==> src/rtl/crc_feeder_pkg.sv <==
`default_nettype none
// +-----------------------------------------------------------------------------+
// | crc_feeder_pkg: shared states, opcodes and register-map defaults for        |
// | the stream-to-APB4 CRC feeder.                                              |
// | Revision: 1.0                                                               |
// +-----------------------------------------------------------------------------+
package crc_feeder_pkg;

  typedef enum logic [2:0] {
    IDLE    = 3'd0,
    SETUP   = 3'd1,
    ACCESS  = 3'd2,
    COLLECT = 3'd3,
    DRAIN   = 3'd4,
    DONE    = 3'd5
  } state_t;

  typedef enum logic [1:0] {
    INIT = 2'd0,
    DATA = 2'd1,
    READ = 2'd2
  } op_t;

  localparam int          DEF_ADDR_W    = 12;
  localparam logic [31:0] DEF_CTRL_ADDR = 32'h0000_0000;
  localparam logic [31:0] DEF_DATA_ADDR = 32'h0000_0004;
  localparam logic [31:0] DEF_RES_ADDR  = 32'h0000_0008;
  localparam logic [31:0] DEF_CTRL_INIT = 32'h0000_0001;

  // Strobe for a word whose highest occupied lane is 'lane'.
  function automatic logic [3:0] lane_strb(input logic [1:0] lane);
    case (lane)
      2'd0:    lane_strb = 4'b0001;
      2'd1:    lane_strb = 4'b0011;
      2'd2:    lane_strb = 4'b0111;
      default: lane_strb = 4'b1111;
    endcase
  endfunction

endpackage
`default_nettype wire

==> src/rtl/crc_byte_packer.sv <==
`default_nettype none
// +-----------------------------------------------------------------------------+
// | crc_byte_packer: gathers accepted bytes into a little-endian 32-bit word    |
// | with strobes and remembers whether the frame's last byte was taken.         |
// | Packing of up to 4 bytes per word only with APB4_CRC_FEEDER_PACK_EN.        |
// | Revision: 1.0                                                               |
// +-----------------------------------------------------------------------------+
module crc_byte_packer
  import crc_feeder_pkg::*;
(
  input  logic        clk,
  input  logic        rst,
  input  logic        clear,
  input  logic        accept,
  input  logic [7:0]  data,
  input  logic        last,
  output logic [31:0] word,
  output logic [3:0]  strb,
  output logic        word_end,
  output logic        last_held
);

  logic [1:0]  lane;
  logic [31:0] acc;

  // word/strb describe the word as it will be once the current byte lands.
  always_comb begin
    word = acc;
    word[{lane, 3'b000} +: 8] = data;
    strb = lane_strb(lane);
`ifdef APB4_CRC_FEEDER_PACK_EN
    word_end = (lane == 2'd3) || last;
`else
    word_end = 1'b1;
`endif
  end

  always_ff @(posedge clk) begin
    if (rst || clear) begin
      lane      <= 2'd0;
      acc       <= 32'h0;
      last_held <= 1'b0;
    end else if (accept) begin
      if (last) last_held <= 1'b1;
      if (word_end) begin
        lane <= 2'd0;
        acc  <= 32'h0;
      end else begin
        lane <= lane + 2'd1;
        acc  <= word;
      end
    end
  end

endmodule
`default_nettype wire

==> src/rtl/apb4_crc_feeder.sv <==
`default_nettype none
// +-----------------------------------------------------------------------------+
// | apb4_crc_feeder: byte stream in, APB4 master out; seeds the CRC unit,       |
// | writes frame data, reads the result. APB4_CRC_FEEDER_PACK_EN packs words.   |
// | Revision: 1.0                                                               |
// +-----------------------------------------------------------------------------+
module apb4_crc_feeder
  import crc_feeder_pkg::*;
#(
  parameter int                ADDR_W    = DEF_ADDR_W,
  parameter logic [ADDR_W-1:0] CTRL_ADDR = ADDR_W'(DEF_CTRL_ADDR),
  parameter logic [ADDR_W-1:0] DATA_ADDR = ADDR_W'(DEF_DATA_ADDR),
  parameter logic [ADDR_W-1:0] RES_ADDR  = ADDR_W'(DEF_RES_ADDR),
  parameter logic [31:0]       CTRL_INIT = DEF_CTRL_INIT
) (
  input  logic              clk_i,
  input  logic              rst_i,
  input  logic              s_valid_i,
  output logic              s_ready_o,
  input  logic [7:0]        s_data_i,
  input  logic              s_last_i,
  output logic [ADDR_W-1:0] paddr_o,
  output logic [2:0]        pprot_o,
  output logic              psel_o,
  output logic              penable_o,
  output logic              pwrite_o,
  output logic [31:0]       pwdata_o,
  output logic [3:0]        pstrb_o,
  input  logic [31:0]       prdata_i,
  input  logic              pready_i,
  input  logic              pslverr_i,
  output logic              crc_valid_o,
  output logic [31:0]       crc_o,
  output logic              err_o
);

  state_t      state;
  op_t         op;
  logic        err_flag;
  logic        accept;
  logic [31:0] pk_word;
  logic [3:0]  pk_strb;
  logic        pk_end;
  logic        last_held;

  assign pprot_o = 3'b000;
  assign accept  = s_valid_i && s_ready_o && (state == COLLECT);

  crc_byte_packer u_packer (
    .clk       (clk_i),
    .rst       (rst_i),
    .clear     (state == DONE),
    .accept    (accept),
    .data      (s_data_i),
    .last      (s_last_i),
    .word      (pk_word),
    .strb      (pk_strb),
    .word_end  (pk_end),
    .last_held (last_held)
  );

  always_ff @(posedge clk_i) begin
    if (rst_i) begin
      state       <= IDLE;
      op          <= INIT;
      err_flag    <= 1'b0;
      s_ready_o   <= 1'b0;
      psel_o      <= 1'b0;
      penable_o   <= 1'b0;
      pwrite_o    <= 1'b0;
      paddr_o     <= '0;
      pwdata_o    <= 32'h0;
      pstrb_o     <= 4'h0;
      crc_valid_o <= 1'b0;
      crc_o       <= 32'h0;
      err_o       <= 1'b0;
    end else begin
      crc_valid_o <= 1'b0;
      case (state)
        IDLE: begin
          if (s_valid_i) begin
            op       <= INIT;
            state    <= SETUP;
            psel_o   <= 1'b1;
            pwrite_o <= 1'b1;
            paddr_o  <= CTRL_ADDR;
            pwdata_o <= CTRL_INIT;
            pstrb_o  <= 4'hF;
          end
        end
        SETUP: begin
          penable_o <= 1'b1;
          state     <= ACCESS;
        end
        ACCESS: begin
          if (pready_i) begin
            psel_o    <= 1'b0;
            penable_o <= 1'b0;
            if (pslverr_i) begin
              err_flag <= 1'b1;
              // Remaining input of the frame must still be consumed.
              if (last_held) begin
                state       <= DONE;
                crc_valid_o <= 1'b1;
                err_o       <= 1'b1;
              end else begin
                state     <= DRAIN;
                s_ready_o <= 1'b1;
              end
            end else begin
              case (op)
                INIT: begin
                  state     <= COLLECT;
                  s_ready_o <= 1'b1;
                end
                DATA: begin
                  if (last_held) begin
                    op       <= READ;
                    state    <= SETUP;
                    psel_o   <= 1'b1;
                    pwrite_o <= 1'b0;
                    paddr_o  <= RES_ADDR;
                    pstrb_o  <= 4'h0;
                  end else begin
                    state     <= COLLECT;
                    s_ready_o <= 1'b1;
                  end
                end
                READ: begin
                  crc_o       <= prdata_i;
                  state       <= DONE;
                  crc_valid_o <= 1'b1;
                  err_o       <= err_flag;
                end
                default: state <= IDLE;
              endcase
            end
          end
        end
        COLLECT: begin
          if (s_valid_i && pk_end) begin
            s_ready_o <= 1'b0;
            op        <= DATA;
            state     <= SETUP;
            psel_o    <= 1'b1;
            pwrite_o  <= 1'b1;
            paddr_o   <= DATA_ADDR;
            pwdata_o  <= pk_word;
            pstrb_o   <= pk_strb;
          end
        end
        DRAIN: begin
          if (s_valid_i && s_last_i) begin
            s_ready_o   <= 1'b0;
            state       <= DONE;
            crc_valid_o <= 1'b1;
            err_o       <= err_flag;
          end
        end
        DONE: begin
          err_flag <= 1'b0;
          state    <= IDLE;
        end
        default: state <= IDLE;
      endcase
    end
  end

endmodule
`default_nettype wire

==> config.mk <==
export PLATFORM = sky130hd
export DESIGN_NAME = apb4_crc_feeder
export DESIGN_NICKNAME = d
export VERILOG_FILES = /design/src/rtl/crc_feeder_pkg.sv /design/src/rtl/crc_byte_packer.sv /design/src/rtl/apb4_crc_feeder.sv
export SDC_FILE = /design/constraint.sdc
export NUM_CORES = 1
export LEC_CHECK = 0
export BUFFER_PORTS_ARGS = -buffer_cell sky130_fd_sc_hd__buf_4
export CORE_UTILIZATION = 48
export DETAILED_ROUTE_END_ITERATION = 6
export PLACE_DENSITY_LB_ADDON = 0.2
export SYNTH_ARGS = -nofsm -noshare
export SYNTH_HDL_FRONTEND = slang
export SYNTH_SLANG_ARGS = --single-unit
==> constraint.sdc <==
create_clock -name clk_i -period 2.45 [get_ports clk_i]
set_clock_uncertainty 0.15 [all_clocks]
set_input_delay 0.245 -clock clk_i [delete_from_list [all_inputs] [get_ports clk_i]]
set_output_delay 0.245 -clock clk_i [all_outputs]
set_load 0.01 [all_outputs]
==> results.toml <==
[power_and_ir_drop]
comb_power_share = 0.308
total_switching_power_mw = 0.786
p_total_mw = 2.33
power.internal_mw = 1.55
netSwitchingFraction = 0.337
share_clk_of_total_power = 0.219
cellPowerDensity_nw_per_um2 = 727
leakagePower_nw = 1.41
power.ir.vdd_worst_v = 0.000560
p_seq_frac = 0.473

[placed_design]
detailed_place_hpwl_um = 4110
post-place-cells = 466
place_area_um2 = 3110
port-buffer-count = 97
worst_setup_slack_post_dpl_ns = 0.646
place_congestion = 0.891

[synth]
synth_cell_type_count = 39
synth-async-reset-ratio = 0
synth_ff_type = "sky130_fd_sc_hd__dfxtp_1"
yosys_warnings = 0
synth_xor_xnor_area_share = 0
main_combinational_cell_family_by_area_after_synthesis = "simple AND/OR/NAND/NOR gates"
synth_simple_gate_area_share = 0.213
synthesis.area_um2 = 2570
synthesis.area_per_instance_um2 = 8.04
yosys.area_share.adder = 0
synth-compound-area-share = 0.179
postSynthRegisterBits = 55
synth_enable_flop_cells = 0
post_synth_inst_count = 320
muxShareOfSynthArea = 0.00389
synth-seq-area-share = 0.428

[timing]
whs_ns = 0.0319
timing.final.hold_violations = 0
fmax_mhz = 537
worst-slew-pin-transition_ns = 0.505
finalWorstSetupSlack_ns = 0.589
fin_tns_setup_ns = 0
max_slew_margin = 0.663
period_share = 0.760
timing_max_transition_violations_final = 0
setup_violations = 0
period_minus_slack_ns = 1.86
rsz0062_at_grt = "false"

[grt]
track_usage = 0.193
grt_pass1_vias = 1921
globalRoute.totalOverflow = 0
number_of_antenna_violations_at_the_first_check_in_global_routing = 0
grt_first_pass_wirelength_um = 8450
grt_start_max_net_pins = 33

[cts]
cts-buffers-inserted = 5
cts_max_path_buffers = 2
tritoncts = "yes"
htree_num_levels = 2
insertion_delay_ns = 0.30
postCtsHoldBufs = 0
clock_tree.root_cell = "sky130_fd_sc_hd__clkbuf_8"
post_cts_setup_inserts = 0
clk_pin_slew_ns = 0.09
numClockSinks = 55
postCtsResizedCells = 0

[die]
floorplan.die.width_um = 75.2
core_region_area_um2 = 5140
die_area_um2 = 5650
die_height_um = 75.2
boundaryPins = 135
floorplan.initialDensity = 0.500
placement_rows = 26

[finish]
design.final.nets = 449
fillCellCount = 487
antenna_cells = 0
fin_area_um2 = 3210
finish.utilization = 0.624
multi_input_comb_area_um2 = 1160
areaGrowthSynthToFinish_pct = 24.8
post_route_cells_drive_above_1_share = 0.285
register_area_um2 = 1100
layoutNonFillerInstCount = 474

[critical_path]
critical-path-max-stage-delay_ns = 0.56
cp_data_arrival_time_ns = 1.96
worst_setup_path_start_kind = "register"
worstPathRequired_ns = 2.55
setup.worst_path.end_class = "register"
crit_path_cell_trace = "clkinv_1, o21ai_0, a22o_1, o221a_2"
setup.worst_path.class = "register to register"
path_max_fanout = 12
crit_path_top_delay_cell = "sky130_fd_sc_hd__dfxtp_1"

[routing]
drt_drc_violations_left = 0
first_iter_violations = 81
routed-via-count = 2271
drt_pass1_iterations = 4
wirelength_um = 5640
route.detailed.wl_per_inst_um = 11.9
avgViaCountPerCell = 4.79
post_route_ant_nets = 0

[worst_hold_path]
holdCritPathClass = "input port to register"

[status]
outcome = "completed"

[job]
max-cap-violations = 0
cells in the mapped netlist, types with 4 or more instances:
library cell / count / area share
sky130_fd_sc_hd__nor2_1: 11 / 0.016
sky130_fd_sc_hd__a21oi_1: 47 / 0.091
sky130_fd_sc_hd__dfxtp_1: 55 / 0.43
sky130_fd_sc_hd__nand4_1: 9 / 0.022
sky130_fd_sc_hd__o21ai_0: 5 / 0.0097
sky130_fd_sc_hd__inv_1: 4 / 0.0058
sky130_fd_sc_hd__buf_6: 6 / 0.026
sky130_fd_sc_hd__buf_2: 5 / 0.0097
sky130_fd_sc_hd__buf_4: 41 / 0.12
sky130_fd_sc_hd__clkbuf_1: 8 / 0.012
sky130_fd_sc_hd__nor2b_1: 4 / 0.0097
sky130_fd_sc_hd__nand2_1: 83 / 0.12
sky130_fd_sc_hd__nand2b_1: 6 / 0.015
worst max-delay path, delay by kind of cell, from the launching register on:
kind / cells / cell delay (ns)
compound gates: 3 / 0.72
buf+inv: 1 / 0.38
flops: 1 / 0.56
placed cells by master, fill, tap and decap left out, types with 2 or more instances in the layout:
master / instances
sky130_fd_sc_hd__buf_4: 100
sky130_fd_sc_hd__nand2_1: 83
sky130_fd_sc_hd__dfxtp_1: 55
sky130_fd_sc_hd__a21oi_1: 47
sky130_fd_sc_hd__conb_1: 37
sky130_fd_sc_hd__nor2_1: 11
sky130_fd_sc_hd__nand4_1: 9
sky130_fd_sc_hd__nand2b_1: 6
sky130_fd_sc_hd__clkbuf_8: 6
sky130_fd_sc_hd__o21ai_0: 5
sky130_fd_sc_hd__inv_1: 4
sky130_fd_sc_hd__nor2b_1: 4
sky130_fd_sc_hd__nor3_1: 3
sky130_fd_sc_hd__a211oi_1: 3
sky130_fd_sc_hd__o221a_2: 2
sky130_fd_sc_hd__a31oi_1: 2
sky130_fd_sc_hd__a22o_1: 2
sky130_fd_sc_hd__o22ai_1: 2
sky130_fd_sc_hd__o211a_1: 2
sky130_fd_sc_hd__a21o_1: 2
layer usage:
| layer | global-route usage | part of all wire |
|---|---|---|
| met1 | 0.259 | 0.46 |
| met2 | 0.308 | 0.46 |
| met3 | 0.0469 | 0.083 |
| met4 | 0.0617 | 0.0048 |
| met5 | 0 | 0 |
power groups by stage:
stage	logic [mW]	registers [mW]	clock network [mW]
6_report	0.717	1.10	0.511
5_1_grt	0.792	1.12	0.568
4_1_cts	0.715	1.10	0.536
3_5_place_dp	0.712	1.12	0
3_3_place_gp	0.713	1.12	0
2_1_floorplan	0.571	1.09	0
path summary, 6_finish.rpt:
check / start / end / slack [ns] / cells past startpoint
worst max-delay path: state[2]$_SDFFE_PP0P_ / state[2]$_SDFFE_PP0P_ / 0.59 / 4
worst min register to register: pwdata_o[6]$_SDFFE_PP0P_ / pwdata_o[6]$_SDFFE_PP0P_ / 0.31 / 2
worst max register to register: state[2]$_SDFFE_PP0P_ / state[2]$_SDFFE_PP0P_ / 0.59 / 4
worst min-delay path: prdata_i[22] / crc_o[22]$_SDFFE_PP0P_ / 0.03 / 3
area by class of cell:
| class | count | area share |
|---|---|---|
| Clock buffer | 7 | 0.0269 |
| Clock inverter | 1 | 0.00273 |
| Inverter | 5 | 0.00585 |
| Multi-Input combinational cell | 236 | 0.360 |
| Sequential cell | 55 | 0.343 |
| Tap cell | 70 | 0.0273 |
| Timing Repair Buffer | 100 | 0.234 |
flip-flops by register name, summed over array words and instances (netlist names):
name                flops
pwrite_o                1
err_o                   1
paddr_o                 2
crc_valid_o             1
pwdata_o                8
crc_o                  32
s_ready_o               1
pstrb_o                 2
penable_o               1
err_flag                1
state                   3
psel_o                  1
u_packer.last_held      1
cells by family after synthesis:
group | Yosys count
AOI/OAI and AO/OA | 75
buffers and inverters | 65
DFF | 55
muxes | 1
other | 1
and+or+nand+nor | 123
Note: power is estimated with default switching activity, not from simulation.
